==> config.mk <==
export PLATFORM = sky130hd
export DESIGN_NAME = key_debounce8
export DESIGN_NICKNAME = d
export VERILOG_FILES = /design/src/rtl/key_debounce8.sv
export SDC_FILE = /design/constraint.sdc
export NUM_CORES = 1
export LEC_CHECK = 0
export ABC_AREA = 1
export BUFFER_PORTS_ARGS = -buffer_cell sky130_fd_sc_hd__buf_2
export CAP_MARGIN = 20
export CORE_ASPECT_RATIO = 1.75
export CORE_UTILIZATION = 40
export CTS_CLUSTER_DIAMETER = 200
export CTS_CLUSTER_SIZE = 14
export DETAILED_ROUTE_END_ITERATION = 8
export PLACE_DENSITY = 0.59
export SLEW_MARGIN = 20
export SYNTH_ARGS = -nofsm -noshare
export SYNTH_HDL_FRONTEND = slang
export SYNTH_SLANG_ARGS = --single-unit
export TNS_END_PERCENT = 30
==> constraint.sdc <==
create_clock -name iClk -period 3.5 [get_ports iClk]
set_input_delay 0.175 -clock iClk [delete_from_list [all_inputs] [get_ports iClk]]
set_output_delay 0.175 -clock iClk [all_outputs]
set_load 0.02 [all_outputs]
==> src/rtl/key_debounce8.sv <==
// Eight-key synchronizer/debouncer that issues one one-hot event per press over a valid/ack handshake.
// Define KEY_SYNC_EN to insert the 2-flop input synchronizer; leave it undefined for inputs already on iClk.
module key_debounce8 #(
  parameter int DEBOUNCE_CYCLES = 4,
  parameter int CNT_W           = 16
) (
  input  logic       iClk,
  input  logic       iRst,
  input  logic [7:0] iKey,
  input  logic       iAck,
  output logic [7:0] oData,
  output logic       oValid
);

  // state    | meaning
  // ST_IDLE  | no event pending, waiting for any debounced key
  // ST_HOLD  | event presented on oData/oValid, waiting for iAck
  // ST_WAIT  | event taken, waiting for every debounced key to release
  typedef enum logic [1:0] {
    ST_IDLE = 2'd0,
    ST_HOLD = 2'd1,
    ST_WAIT = 2'd2
  } state_t;

  localparam logic [CNT_W-1:0] LP_TC = CNT_W'(DEBOUNCE_CYCLES - 1);

  logic [7:0]       w_sync;
  logic [7:0]       r_deb;
  logic [CNT_W-1:0] r_cnt [8];
  logic [7:0]       w_hi;
  state_t           r_state;
  state_t           w_state_nxt;
  logic [7:0]       w_data_nxt;
  logic             w_valid_nxt;

`ifdef KEY_SYNC_EN
  logic [7:0] r_sync1;
  logic [7:0] r_sync2;

  always_ff @(posedge iClk) begin
    if (iRst) begin
      r_sync1 <= '0;
      r_sync2 <= '0;
    end else begin
      r_sync1 <= iKey;
      r_sync2 <= r_sync1;
    end
  end

  assign w_sync = r_sync2;
`else
  assign w_sync = iKey;
`endif

  // A key's counter only advances while its input disagrees with the accepted level.
  always_ff @(posedge iClk) begin
    if (iRst) begin
      r_deb <= '0;
      for (int k = 0; k < 8; k++) r_cnt[k] <= '0;
    end else begin
      for (int k = 0; k < 8; k++) begin
        if (w_sync[k] == r_deb[k]) begin
          r_cnt[k] <= '0;
        end else if (r_cnt[k] == LP_TC) begin
          r_deb[k] <= w_sync[k];
          r_cnt[k] <= '0;
        end else begin
          r_cnt[k] <= r_cnt[k] + 1'b1;
        end
      end
    end
  end

  // Ascending scan so the highest-index held key wins.
  always_comb begin
    w_hi = '0;
    for (int k = 0; k < 8; k++) begin
      if (r_deb[k]) begin
        w_hi    = '0;
        w_hi[k] = 1'b1;
      end
    end
  end

  always_ff @(posedge iClk) begin
    if (iRst) begin
      r_state <= ST_IDLE;
      oData   <= '0;
      oValid  <= 1'b0;
    end else begin
      r_state <= w_state_nxt;
      oData   <= w_data_nxt;
      oValid  <= w_valid_nxt;
    end
  end

  always_comb begin
    w_state_nxt = r_state;
    case (r_state)
      ST_IDLE: if (|r_deb)        w_state_nxt = ST_HOLD;
      ST_HOLD: if (iAck)          w_state_nxt = ST_WAIT;
      ST_WAIT: if (r_deb == 8'd0) w_state_nxt = ST_IDLE;
      default:                    w_state_nxt = ST_IDLE;
    endcase
  end

  always_comb begin
    w_data_nxt  = '0;
    w_valid_nxt = (w_state_nxt == ST_HOLD);
    case (r_state)
      ST_IDLE: w_data_nxt = w_hi;
      ST_HOLD: w_data_nxt = iAck ? 8'd0 : oData;
      default: w_data_nxt = '0;
    endcase
  end

endmodule

Word-level counts from Yosys, hierarchy flattened
Memory sizes are Yosys's and may differ from the RTL's.
Cells that the tools add are included.

operators by class
  add/subtract/negate cells = 8
  eq/ne operators = 20
  muxes and demuxes = 128
  bitwise gates (word level) = 32
  reductions and logical operators = 11

operator list
  cell                     count
  $mux W16                 24
  $add A16 B1 Y16 const B  8
  $eq A16 B2 Y1 const B    8
  $mux W1                  91
  $mux W8                  8
  $or A1 B1 Y1             24
  $pmux W8 S2              1
  $reduce_and A2 Y1        8
  $eq A1 B1 Y1             8
  $logic_not A8 Y1         1
  $not A1 Y1               8
  $reduce_or A8 Y1         1
  $mux W2                  3
  $pmux W2 S3              1
  $eq A2 B1 Y1 const B     2
  $eq A2 B2 Y1 const B     1
  $logic_not A2 Y1         1
  $ne A2 B2 Y1 const B     1

storage, ports and cells
  register bits after elaboration = 19
  bits in writable memories = 128
  bits of input ports = 11
  output and inout bits = 9
  word-level logic and storage cells = 211
  memories kept = 1

memories
  memory  depth  bits a word  rd ports  clocked after memory_dff  write ports  RTL line  source
  r_cnt   8      16           8         0                         8            29        logic [CNT_W-1:0] r_cnt [8];

Logic depth before layout (Yosys ltp)
  depth in word-level cells = 9
  gate-level depth with buffers = 8
  depth with buffers taken out = 8

Least setup slack after synthesis
Ideal clock, no wire load.

  path kind = reg-to-reg
  from = memory r_cnt[2][0], in the netlist r_cnt[0][32]
  to = memory r_cnt[2][7], in the netlist r_cnt[0][39], data pin
  library setup time = 0.254 ns
  data arrival time = 1.269 ns
  setup slack = 1.977 ns
  stages on the path, launching flop included = 8
  path through = edfxtp_1 -> ha_1 -> nand3_1 -> nor2_1 -> nand2_1 -> nand2_2 -> buf_6 -> nor2_1

RTL lines
  item             RTL line
  start, declared  29

==> metrics.txt <==
GR Overflow Total=0; ys async rst share=0%; Nets=1,342; Post-Syn Instances=1,168; Critical R2R Launch=r_cnt[0][32]; IO Pins=20; origin of the worst min-delay path=iAck; max incr delay on CP=420 ps; CTS-repair resized insts=0; Max clock buf depth=2; vias in the first global route=7,476; CP startpoint=r_cnt[0][32]; Synth Register Bits=147; Crit Path Class=flip-flop to flip-flop; crit start category=flip-flop; CTS tree=done; RSZ-0062 raised after global routing=no; Slew HR=60.5%; endpoints failing hold=0; fin crit period=1720 ps; DRC=0; PnR worst setup slack=1780 ps; fin. max-slew vios=0; WL final=19,700 um; root buffer cell=clkbuf_16; TNS Setup=0 ps; fraction of layout cells with a size suffix above 1=6.81%; total CTS buffers=17; sequential cell area=4220 um^2; Setup Skew=8.45 ps; post-placement setup slack=1750 ps; fmax=581 MHz; Vias per Instance=4.65; Worst Path Required=3660 ps; Final GP Congestion=0.861; Avg Cell Area, Syn=7.65 um^2; mean routed wirelength per cell=12.1 um; Max Cap Viol=0; most frequent CP cell=nor2_1; All-Layer GR Usage=18.9%; crit path buf inv count=0; Final Cycle Share=49.2%; Multi-input gate area=4510 um^2; CP Max Fanout=16; DIE HEIGHT=200 um; ANT nets after route=0; overall power=4250 uW; final std cells w/o fill=1,633; critical path's slowest cell=edfxtp_1; core area=22,000 um^2; distinct cell type count after synthesis=29; number of port buffers=19; die span in x=115 um; Power Dens Cells=409 nW/um^2; Die Area=23,000 um^2; Iter 0 DRT Violations=317; number of synthesized flops with an enable pin=128; Crit path max-delay family=simple AND/OR/NAND/NOR gates; crit-path cells=ha_1 > nand3_1 > nor2_1 > nand2_1 > nand2_2 > nor2_1; VDD IR-drop max=0.246 mV; Final Core Density=47.3%; sequential-to-total area share from yosys stat=47.3%; clock-pin slew on the worst setup and hold paths=60 ps; Setup violations, final=0; DRT Pass-1 Iters=7; Initial Util=40.6%; CTS Hold Bufs=0; first-pass GRT wire length=33,500 um; status=complete, no violations; Vias=7,595; yosys warns=0; clk sinks=147; Rows=72; Filler Cells Inserted=2,288; HPWL Detailed=15,100 um; Critical Path AT=1880 ps; postcts setup bufs=0; Slew @ Worst Pin=589 ps; Area Growth Syn to Fin=16.3%; Synth Flop Type=edfxtp_1; CP Capture Type=flip-flop; H-tree Lvls=4; Cells after DPL=1,600; initial antenna violation count=0; Hold Crit Class=input port to flip-flop; leakage=0.00438 uW; Synth Cell Area=8930 um^2; largest net degree at the start of global routing=18; Skew-Pair Late Insertion Delay=430 ps
tightest hold or removal path: stages:
cell and delay, ps:
buf_2 110, nand2_1 70, a21oi_1 60
per-layer routing:
layer,up-vias,wire length [um],track usage (%)
met5,-,0,0
met2,120,10700,36.3
met1,3428,7680,18.3
li1,3993,-,-
met4,0,736,10.3
met3,54,648,4.00
final timing paths:
kind         slack (ps)  depth (start not counted)           end
max                1780                          6  r_cnt[0][39]
min                  20                          3    r_state[1]
max reg2reg        1780                          6  r_cnt[0][39]
min reg2reg         460                          2      oData[7]
synthesized netlist by cell type, types with 2 or more instances:
master	n	area, um^2
nand2_1	270	1010
nor2_1	245	920
inv_1	151	567
edfxtp_1	128	3840
nand3_1	105	526
a21oi_1	80	400
nand4_1	35	219
xor2_1	20	175
dfxtp_1	19	380
xnor2_1	18	158
nand2_2	12	75.1
o21ai_0	12	60.1
a21oi_2	10	87.6
buf_6	9	101
nand3b_1	9	67.6
nor2_2	9	56.3
ha_1	8	100
or2_0	5	31.3
o21ai_1	4	20.0
nor3_1	3	15.0
o21bai_1	3	22.5
or2_2	3	18.8
inv_2	2	7.51
nand3_2	2	20.0
nor2_4	2	22.5
through the flow:
stage               cell area, um^2  hold slack (ps)
finish                        10400             25.0
global route                  10400             43.0
CTS                           10400            0.810
detailed placement             9770              452
global placement               9770              448
floorplan                      9410              318
cell families after synthesis:
family | synth area share (%)
AND/OR/NAND/NOR | 33.5
buffers and inverters | 7.61
flip-flops | 47.3
AO/OA/AOI/OAI | 6.71
XOR/XNOR | 3.73
adder cells (fa/ha/maj) | 1.12
other | 0.0420
report_power, final:
part | internal, uW | total [uW] | switching [uW]
sequential | 2000 | 2090 | 94.8
clock | 1150 | 1870 | 720
combinational | 93.1 | 283 | 190
cell usage in the layout (no fill, tap or decap), types with 8 or more instances in the layout:
cell       count
a21oi_1       80
a21oi_2       10
buf_2         19
clkbuf_16     20
conb_1       128
dfxtp_1       19
edfxtp_1     128
ha_1           8
inv_1        151
nand2_1      270
nand2_2       12
nand3_1      105
nand3b_1       9
nand4_1       35
nor2_1       245
nor2_2         9
o21ai_0       12
xnor2_1       18
xor2_1        20
sequential cells by signal, summed over array words and instances, names as in the netlist:
name and cells:
r_cnt 128, oValid 1, r_state 2, r_deb 8, oData 8
layout make-up:
| type | instances | area share [%] |
|---|---|---|
| multi-input combinational | 985 | 43.4 |
| tap | 296 | 3.56 |
| clock inverter | 4 | 0.277 |
| clock buffer | 28 | 5.68 |
| sequential | 147 | 40.6 |
| timing repair buffer | 19 | 0.915 |
| antenna | 1 | 0.0241 |
| inverter | 153 | 5.53 |
Note: power is estimated with default switching activity, not from simulation.
